===== config.mk =====
export PLATFORM = sky130hd
export DESIGN_NAME = frame_readout_sequencer_flat
export DESIGN_NICKNAME = d
export VERILOG_FILES = /design/src/rtl/frame_readout_sequencer_if.sv /design/src/rtl/frame_readout_sequencer.sv /design/src/flat_wrapper.sv
export SDC_FILE = /design/constraint.sdc
export NUM_CORES = 1
export LEC_CHECK = 0
export ABC_AREA = 1
export CELL_PAD_IN_SITES_DETAIL_PLACEMENT = 0
export CELL_PAD_IN_SITES_GLOBAL_PLACEMENT = 1
export CORE_MARGIN = 4
export CORE_UTILIZATION = 30
export CTS_CLUSTER_DIAMETER = 100
export DETAILED_ROUTE_END_ITERATION = 10
export GPL_ROUTABILITY_DRIVEN = 0
export PLACE_DENSITY_LB_ADDON = 0.1
export SETUP_SLACK_MARGIN = 0.02
export SLEW_MARGIN = 5
export SYNTH_ARGS = -nofsm -noshare
export SYNTH_HDL_FRONTEND = slang
export SYNTH_SLANG_ARGS = --single-unit

===== constraint.sdc =====
create_clock -name iCLK -period 3.3 [get_ports iCLK]
set_input_delay 0.33 -clock iCLK [delete_from_list [all_inputs] [get_ports iCLK]]
set_output_delay 0.33 -clock iCLK [all_outputs]
set_load 0.05 [all_outputs]

===== src/rtl/frame_readout_sequencer_if.sv =====
// Signal bundle between the frame readout sequencer and its HPS / CCD / SDRAM peers.
// The oCHECKSUM member exists only when FRS_CHECKSUM_EN is defined.
interface frame_readout_sequencer_if;
    logic        iSTART_REQ;
    logic        iFVAL;
    logic        iDVAL;
    logic        iRD_REQ;
    logic        iRD_ACK;
    logic [15:0] iRD_DATA;
    logic        oCAP_START;
    logic        oCAP_END;
    logic        oWR_LOAD;
    logic        oRD_LOAD;
    logic        oFIFO_RD;
    logic [15:0] oWORD;
    logic        oWORD_VALID;
    logic [8:0]  oROW;
    logic [5:0]  oCOL;
    logic        oDONE;
    logic        oERR;
    logic [2:0]  oSTATE;
`ifdef FRS_CHECKSUM_EN
    logic [15:0] oCHECKSUM;
`endif

    modport master (
        output iSTART_REQ, iFVAL, iDVAL, iRD_REQ, iRD_ACK, iRD_DATA,
        input  oCAP_START, oCAP_END, oWR_LOAD, oRD_LOAD, oFIFO_RD, oWORD,
               oWORD_VALID, oROW, oCOL, oDONE, oERR, oSTATE
`ifdef FRS_CHECKSUM_EN
        , input oCHECKSUM
`endif
    );

    modport slave (
        input  iSTART_REQ, iFVAL, iDVAL, iRD_REQ, iRD_ACK, iRD_DATA,
        output oCAP_START, oCAP_END, oWR_LOAD, oRD_LOAD, oFIFO_RD, oWORD,
               oWORD_VALID, oROW, oCOL, oDONE, oERR, oSTATE
`ifdef FRS_CHECKSUM_EN
        , output oCHECKSUM
`endif
    );
endinterface


===== src/rtl/frame_readout_sequencer.sv =====
// Sequences one binarised frame: arm capture, count packed pixel writes, then serve HPS word reads.
// Optional FRS_CHECKSUM_EN adds a modulo-2^16 sum of every word presented to the HPS.
module frame_readout_sequencer #(
    parameter int unsigned H_PIXELS = 640,
    parameter int unsigned V_LINES  = 480,
    parameter int unsigned PACK     = 16,
    parameter logic [23:0] TIMEOUT  = 24'hFFFFFF
) (
    input logic iCLK,
    input logic iRST,
    frame_readout_sequencer_if.slave bus
);
    typedef enum logic [2:0] {
        S_IDLE    = 3'd0,
        S_LOAD    = 3'd1,
        S_SYNC    = 3'd2,
        S_ARMED   = 3'd3,
        S_CAPTURE = 3'd4,
        S_READOUT = 3'd5,
        S_DONE    = 3'd6,
        S_ERR     = 3'd7
    } state_t;

    localparam int unsigned NPIX     = H_PIXELS * V_LINES;
    localparam int unsigned WPL      = H_PIXELS / PACK;
    localparam logic [18:0] LAST_PIX = 19'(NPIX - 1);
    localparam logic [8:0]  LAST_ROW = 9'(V_LINES - 1);
    localparam logic [5:0]  LAST_COL = 6'(WPL - 1);

    state_t      state_q, state_d;
    logic        start_q, fval_q;
    logic [18:0] pix_q, pix_d;
    logic [23:0] tmo_q, tmo_d;
    logic        fifo_rd_q, fifo_rd_d;
    logic        valid_q, valid_d;
    logic [15:0] word_q, word_d;
    logic [8:0]  row_q, row_d;
    logic [5:0]  col_q, col_d;
    logic        err_q, err_d;
    logic        cap_end_q, cap_end_d;
`ifdef FRS_CHECKSUM_EN
    logic [15:0] cks_q, cks_d;
`endif

    logic ack_eff, tmo_hit;
    assign ack_eff = bus.iRD_ACK && valid_q;
    assign tmo_hit = (tmo_q == TIMEOUT - 24'd1);

    always_comb begin
        state_d   = state_q;
        pix_d     = pix_q;
        tmo_d     = '0;
        fifo_rd_d = 1'b0;
        valid_d   = valid_q;
        word_d    = word_q;
        row_d     = row_q;
        col_d     = col_q;
        err_d     = err_q;
        cap_end_d = 1'b0;
`ifdef FRS_CHECKSUM_EN
        cks_d     = cks_q;
`endif
        case (state_q)
            S_IDLE: begin
                if (bus.iSTART_REQ && !start_q) state_d = S_LOAD;
            end
            S_LOAD: begin
                state_d = S_SYNC;
`ifdef FRS_CHECKSUM_EN
                cks_d   = '0;
`endif
            end
            S_SYNC: begin
                tmo_d = tmo_q + 24'd1;
                if (!bus.iFVAL)   state_d = S_ARMED;
                else if (tmo_hit) state_d = S_ERR;
            end
            S_ARMED: begin
                tmo_d = tmo_q + 24'd1;
                if (bus.iFVAL && !fval_q) state_d = S_CAPTURE;
                else if (tmo_hit)         state_d = S_ERR;
            end
            S_CAPTURE: begin
                tmo_d = tmo_q + 24'd1;
                if (bus.iDVAL && pix_q == LAST_PIX) begin
                    pix_d     = pix_q + 19'd1;
                    state_d   = S_READOUT;
                    cap_end_d = 1'b1;
                end else begin
                    if (bus.iDVAL) pix_d = pix_q + 19'd1;
                    if (!bus.iFVAL && fval_q) state_d = S_ERR;
                    else if (tmo_hit)         state_d = S_ERR;
                end
            end
            S_READOUT: begin
                if (fifo_rd_q) begin
                    word_d  = bus.iRD_DATA;
                    valid_d = 1'b1;
`ifdef FRS_CHECKSUM_EN
                    cks_d   = cks_q + bus.iRD_DATA;
`endif
                end
                if (ack_eff) begin
                    valid_d = 1'b0;
                    if (col_q == LAST_COL) begin
                        col_d = '0;
                        if (row_q == LAST_ROW) state_d = S_DONE;
                        else                   row_d = row_q + 9'd1;
                    end else begin
                        col_d = col_q + 6'd1;
                    end
                end
                // Ack is resolved first, so a same-cycle request sees the word slot already freed.
                if (bus.iRD_REQ && state_d != S_DONE) begin
                    if (fifo_rd_q || (valid_q && !ack_eff)) err_d = 1'b1;
                    else                                     fifo_rd_d = 1'b1;
                end
            end
            S_DONE: begin
                valid_d = 1'b0;
                if (!bus.iSTART_REQ) state_d = S_IDLE;
            end
            S_ERR: begin
                if (!bus.iSTART_REQ) state_d = S_IDLE;
            end
            default: state_d = S_IDLE;
        endcase

        if (!bus.iSTART_REQ && state_q inside {S_LOAD, S_SYNC, S_ARMED, S_CAPTURE, S_READOUT}) begin
            state_d   = S_IDLE;
            cap_end_d = (state_q == S_ARMED) || (state_q == S_CAPTURE);
        end
        if (state_d == S_ERR && state_q != S_ERR) begin
            err_d     = 1'b1;
            cap_end_d = 1'b1;
        end
        if (state_d == S_IDLE) begin
            err_d     = 1'b0;
            pix_d     = '0;
            row_d     = '0;
            col_d     = '0;
            valid_d   = 1'b0;
            fifo_rd_d = 1'b0;
        end
        if (state_d != state_q) tmo_d = '0;
    end

    always_ff @(posedge iCLK) begin
        if (iRST) begin
            state_q   <= S_IDLE;
            start_q   <= 1'b0;
            fval_q    <= 1'b0;
            pix_q     <= '0;
            tmo_q     <= '0;
            fifo_rd_q <= 1'b0;
            valid_q   <= 1'b0;
            word_q    <= '0;
            row_q     <= '0;
            col_q     <= '0;
            err_q     <= 1'b0;
            cap_end_q <= 1'b0;
`ifdef FRS_CHECKSUM_EN
            cks_q     <= '0;
`endif
        end else begin
            state_q   <= state_d;
            start_q   <= bus.iSTART_REQ;
            fval_q    <= bus.iFVAL;
            pix_q     <= pix_d;
            tmo_q     <= tmo_d;
            fifo_rd_q <= fifo_rd_d;
            valid_q   <= valid_d;
            word_q    <= word_d;
            row_q     <= row_d;
            col_q     <= col_d;
            err_q     <= err_d;
            cap_end_q <= cap_end_d;
`ifdef FRS_CHECKSUM_EN
            cks_q     <= cks_d;
`endif
        end
    end

    assign bus.oCAP_START  = (state_q == S_ARMED) || (state_q == S_CAPTURE);
    assign bus.oCAP_END    = cap_end_q;
    assign bus.oWR_LOAD    = (state_q == S_LOAD);
    assign bus.oRD_LOAD    = (state_q == S_LOAD);
    assign bus.oFIFO_RD    = fifo_rd_q;
    assign bus.oWORD       = word_q;
    assign bus.oWORD_VALID = valid_q;
    assign bus.oROW        = row_q;
    assign bus.oCOL        = col_q;
    assign bus.oDONE       = (state_q == S_DONE);
    assign bus.oERR        = err_q;
    assign bus.oSTATE      = state_q;
`ifdef FRS_CHECKSUM_EN
    assign bus.oCHECKSUM   = cks_q;
`endif
endmodule


===== src/flat_wrapper.sv =====
// flat-port wrapper written by rule: the top's interface ports become plain ports
module frame_readout_sequencer_flat 
#(
    parameter int unsigned H_PIXELS = 640,
    parameter int unsigned V_LINES  = 480,
    parameter int unsigned PACK     = 16,
    parameter logic [23:0] TIMEOUT  = 24'hFFFFFF
)
  (iCLK, iRST, bus_iSTART_REQ, bus_iFVAL, bus_iDVAL, bus_iRD_REQ, bus_iRD_ACK, bus_iRD_DATA, bus_oCAP_START, bus_oCAP_END, bus_oWR_LOAD, bus_oRD_LOAD, bus_oFIFO_RD, bus_oWORD, bus_oWORD_VALID, bus_oROW, bus_oCOL, bus_oDONE, bus_oERR, bus_oSTATE);
  frame_readout_sequencer_if bus_i ();
  input logic iCLK;
  input logic iRST;
  input wire logic [$bits(bus_i.iSTART_REQ)-1:0] bus_iSTART_REQ;
  input wire logic [$bits(bus_i.iFVAL)-1:0] bus_iFVAL;
  input wire logic [$bits(bus_i.iDVAL)-1:0] bus_iDVAL;
  input wire logic [$bits(bus_i.iRD_REQ)-1:0] bus_iRD_REQ;
  input wire logic [$bits(bus_i.iRD_ACK)-1:0] bus_iRD_ACK;
  input wire logic [$bits(bus_i.iRD_DATA)-1:0] bus_iRD_DATA;
  output wire logic [$bits(bus_i.oCAP_START)-1:0] bus_oCAP_START;
  output wire logic [$bits(bus_i.oCAP_END)-1:0] bus_oCAP_END;
  output wire logic [$bits(bus_i.oWR_LOAD)-1:0] bus_oWR_LOAD;
  output wire logic [$bits(bus_i.oRD_LOAD)-1:0] bus_oRD_LOAD;
  output wire logic [$bits(bus_i.oFIFO_RD)-1:0] bus_oFIFO_RD;
  output wire logic [$bits(bus_i.oWORD)-1:0] bus_oWORD;
  output wire logic [$bits(bus_i.oWORD_VALID)-1:0] bus_oWORD_VALID;
  output wire logic [$bits(bus_i.oROW)-1:0] bus_oROW;
  output wire logic [$bits(bus_i.oCOL)-1:0] bus_oCOL;
  output wire logic [$bits(bus_i.oDONE)-1:0] bus_oDONE;
  output wire logic [$bits(bus_i.oERR)-1:0] bus_oERR;
  output wire logic [$bits(bus_i.oSTATE)-1:0] bus_oSTATE;
  assign bus_i.iSTART_REQ = bus_iSTART_REQ;
  assign bus_i.iFVAL = bus_iFVAL;
  assign bus_i.iDVAL = bus_iDVAL;
  assign bus_i.iRD_REQ = bus_iRD_REQ;
  assign bus_i.iRD_ACK = bus_iRD_ACK;
  assign bus_i.iRD_DATA = bus_iRD_DATA;
  assign bus_oCAP_START = bus_i.oCAP_START;
  assign bus_oCAP_END = bus_i.oCAP_END;
  assign bus_oWR_LOAD = bus_i.oWR_LOAD;
  assign bus_oRD_LOAD = bus_i.oRD_LOAD;
  assign bus_oFIFO_RD = bus_i.oFIFO_RD;
  assign bus_oWORD = bus_i.oWORD;
  assign bus_oWORD_VALID = bus_i.oWORD_VALID;
  assign bus_oROW = bus_i.oROW;
  assign bus_oCOL = bus_i.oCOL;
  assign bus_oDONE = bus_i.oDONE;
  assign bus_oERR = bus_i.oERR;
  assign bus_oSTATE = bus_i.oSTATE;
  frame_readout_sequencer #(.H_PIXELS(H_PIXELS), .V_LINES(V_LINES), .PACK(PACK), .TIMEOUT(TIMEOUT)) u_core (.iCLK(iCLK), .iRST(iRST), .bus(bus_i));
endmodule

==> results.json <==
{
  "synthSimpleGateAreaFrac": 0.324,
  "clock_root_buffer_master": "sky130_fd_sc_hd__clkbuf_16",
  "placeableCoreArea_mm2": 0.0139,
  "hold_viol": 0,
  "postSynthAreaPerCell_um2": 7.73,
  "synth_xor_xnor_area_share": 0.0958,
  "synth_common_cells": "sky130_fd_sc_hd__nand2_1 (105), sky130_fd_sc_hd__dfxtp_1 (83), sky130_fd_sc_hd__inv_1 (57)",
  "die-area_mm2": 0.0163,
  "ys_flop_type": "sky130_fd_sc_hd__dfxtp_1",
  "grt_max_degree": 35,
  "die_w_um": 128,
  "min_period_ns": 2.65,
  "tns_ns": 0,
  "rrSetupSlack_ns": 0.72,
  "synth.net_count": 584,
  "switching_share": 0.305,
  "wire_per_inst_um": 12.7,
  "drt-vias-per-instance": 4.52,
  "pwr_density_cell_mw_per_mm2": 477,
  "die_height_um": 128,
  "post-route-cell-area_mm2": 0.00538,
  "vdd.ir_drop.worst_uv": 246,
  "cts_post_setup_buffers_inserted": 0,
  "grt_antenna_before_repair": 0,
  "worstSetupStartpointType": "flop",
  "design.portCount": 65,
  "cts_hold_buf": 0,
  "slew-limit-headroom": 0.565,
  "cp_data_required_time_ns": 2.97,
  "p_clk_frac": 0.392,
  "htree_levels": 3,
  "ys_seq_area_frac": 0.387,
  "initial_core_util": 0.308,
  "synth_compound_area_frac": 0.0903,
  "synthMuxAreaShare": 0.00961,
  "clock_path_buffers": 2,
  "area.growth.synth_to_final_pct": 25.3,
  "cts.sinks": 83,
  "drt_iter0_drc": 236,
  "post-route-period-util": 0.802,
  "synth_area_mm2": 0.00430,
  "num_antenna_cells": 0,
  "drc": 0,
  "cts-buffers-inserted": 9,
  "switchingPower_uw": 783,
  "synth_top_cell_area_share": 0.387,
  "sequential_power_share": 0.405,
  "fmax_mhz": 378,
  "gate_count_of_the_mapped_netlist": 556,
  "cts_repair_resize_count": 0,
  "dp_hpwl_um": 7500,
  "timing.critical_path.to_type": "output pin",
  "placement_cell_area_mm2": 0.00509,
  "min_path_cells": 1,
  "gr-total-overflow": 0,
  "maxCapViolations": 0,
  "crit_arrival_ns": 2.32,
  "cell_internal_pwr_mw": 1.79,
  "main_combinational_cell_family_by_area_after_synthesis": "simple AND/OR/NAND/NOR gates",
  "vias": 3633,
  "drive_above_1_share": 0.106,
  "synth_most_common_cell": "sky130_fd_sc_hd__nand2_1",
  "grt_pass1_vias": 3526,
  "layout.nets": 647,
  "synth_cell_types": 39,
  "yosys_register_bits": 83,
  "run_status": "finished, final reports clean",
  "timing.reg2reg.worst_path_depth": 11,
  "clock_insertion_delay_at_the_later_pin_of_the_skew_report_ns": 0.33,
  "timing.critical_path.fanout_max": 10,
  "power_share_of_the_combinational_group": 0.203,
  "drtAntennaViolNets": 0,
  "synth.top_cells.by_area": "sky130_fd_sc_hd__dfxtp_1 (39%), sky130_fd_sc_hd__nand2_1 (9.2%), sky130_fd_sc_hd__xor2_1 (6.9%)",
  "io_buffer_count": 64,
  "std_cell_rows": 43,
  "ys_async_sr_fraction": 0,
  "synthAdderAreaFrac": 0.0146,
  "timing.hold.worst.class": "flop to flop",
  "synth-warning-count": 0,
  "wire_length_of_the_first_global_routing_pass_um": 17400,
  "critPathKind": "flop to output pin",
  "worst-slew-pin-transition_ns": 0.653,
  "gr-usage-all-layers": 0.132,
  "finalMaxSlewViolations": 0,
  "number_of_synthesized_flops_with_an_enable_pin": 0,
  "cts_tree": "yes",
  "totalWireLength_um": 10200,
  "grt_setup_unrepaired": "false",
  "finalSetupViolCount": 0,
  "cellLeakagePower_nw": 1.93,
  "synth_top_cell_by_area": "sky130_fd_sc_hd__dfxtp_1",
  "fin_worst_skew_ns": 0.00553,
  "clk_pin_slew_worst_paths_ns": 0.06,
  "detailedRoute.firstPassIterationCount": 6
}
## final timing paths
path                                           start            endpoint
worst min-delay path                 u_core.tmo_q[0]     u_core.tmo_q[0]
worst min register to register       u_core.tmo_q[0]     u_core.tmo_q[0]
worst max register to register    u_core.bus.oROW[0]  u_core.bus.oROW[7]
worst max-delay path            u_core.bus.oSTATE[2]           bus_oDONE
## worst max-delay path: stages (launching register included)
cell	delay (ns)
sky130_fd_sc_hd__dfxtp_1	0.60
sky130_fd_sc_hd__inv_2	0.12
sky130_fd_sc_hd__nor3_1	0.37
sky130_fd_sc_hd__clkdlybuf4s50_1	0.89
## metal layers
| metal | wire, µm | global-route usage | up-vias |
|---|---|---|---|
| met2 | 4590 | 0.196 | 57 |
| met4 | 148 | 0.0562 | 0 |
| li1 | - | - | 1907 |
| met5 | 0 | 0 | - |
| met1 | 5120 | 0.187 | 1659 |
| met3 | 336 | 0.0275 | 10 |
## registers in the layout, summed over array words and instances, names as in the netlist
register                flops
u_core.bus.oCAP_END         1
u_core.start_q              1
u_core.bus.oWORD           16
u_core.pix_q               19
u_core.bus.oERR             1
u_core.bus.oFIFO_RD         1
u_core.fval_q               1
u_core.tmo_q               24
u_core.bus.oSTATE           3
u_core.bus.oCOL             6
u_core.bus.oWORD_VALID      1
u_core.bus.oROW             9
## cell families (layout without fill, tap and decap cells)
logic type,Yosys count,in the layout
compound gates,68,68
flops,83,83
fa+ha+maj,5,5
simple gates,272,272
buf+inv,77,144
xor+xnor,47,47
mux,4,4
## through the flow
stage | std cells | power [mW] | hold WS (ns) | utilization | worst slack, ns
floorplan | 556 | 1.46 | 0.417 | - | 0.274
global placement | 788 | 1.60 | 0.429 | 0.365 | 0.688
detailed placement | 788 | 1.59 | 0.440 | 0.365 | 0.613
CTS | 803 | 2.62 | 0.454 | 0.386 | 0.655
global route | 803 | 2.70 | 0.482 | 0.386 | 0.372
finish | 803 | 2.57 | 0.448 | 0.386 | 0.655
## power by group through the flow
stage	Combinational (mW)	Sequential [mW]	Clock (mW)
finish	0.522	1.04	1.01
global route	0.575	1.04	1.08
CTS	0.531	1.04	1.05
detailed placement	0.529	1.06	0
global placement	0.534	1.06	0
floorplan	0.370	1.09	0
## cell type report
type | instances | area (µm²)
flip-flops and latches | 83 | 1660
multi-input cells | 396 | 2300
fillers | 1452 | 8550
clock inverters | 2 | 35.0
clock buffers | 13 | 260
inverters | 60 | 225
well taps | 180 | 225
repair buffers | 69 | 678
## placed cells by master, fill, tap and decap left out, types with 2 or more instances in the layout
| master | count |
|---|---|
| sky130_fd_sc_hd__inv_2 | 3 |
| sky130_fd_sc_hd__nand2_4 | 2 |
| sky130_fd_sc_hd__nand3_2 | 4 |
| sky130_fd_sc_hd__clkdlybuf4s50_1 | 64 |
| sky130_fd_sc_hd__nand4_1 | 10 |
| sky130_fd_sc_hd__a21boi_0 | 3 |
| sky130_fd_sc_hd__xnor2_1 | 13 |
| sky130_fd_sc_hd__nor2_1 | 54 |
| sky130_fd_sc_hd__nor2_2 | 5 |
| sky130_fd_sc_hd__inv_1 | 57 |
| sky130_fd_sc_hd__nand2_2 | 4 |
| sky130_fd_sc_hd__dfxtp_1 | 83 |
| sky130_fd_sc_hd__clkbuf_8 | 2 |
| sky130_fd_sc_hd__clkbuf_1 | 2 |
| sky130_fd_sc_hd__o21a_1 | 3 |
| sky130_fd_sc_hd__xor2_1 | 34 |
| sky130_fd_sc_hd__nor4_1 | 3 |
| sky130_fd_sc_hd__nor3_1 | 14 |
| sky130_fd_sc_hd__o21ai_2 | 4 |
| sky130_fd_sc_hd__ha_1 | 5 |
| sky130_fd_sc_hd__nand2_1 | 105 |
| sky130_fd_sc_hd__o21ai_0 | 6 |
| sky130_fd_sc_hd__a21boi_1 | 4 |
| sky130_fd_sc_hd__a21oi_1 | 45 |
| sky130_fd_sc_hd__nor2_4 | 22 |
| sky130_fd_sc_hd__buf_4 | 5 |
| sky130_fd_sc_hd__clkbuf_16 | 9 |
| sky130_fd_sc_hd__mux2i_1 | 3 |
| sky130_fd_sc_hd__nand3_1 | 43 |
Note: power is estimated with default switching activity, not from simulation.
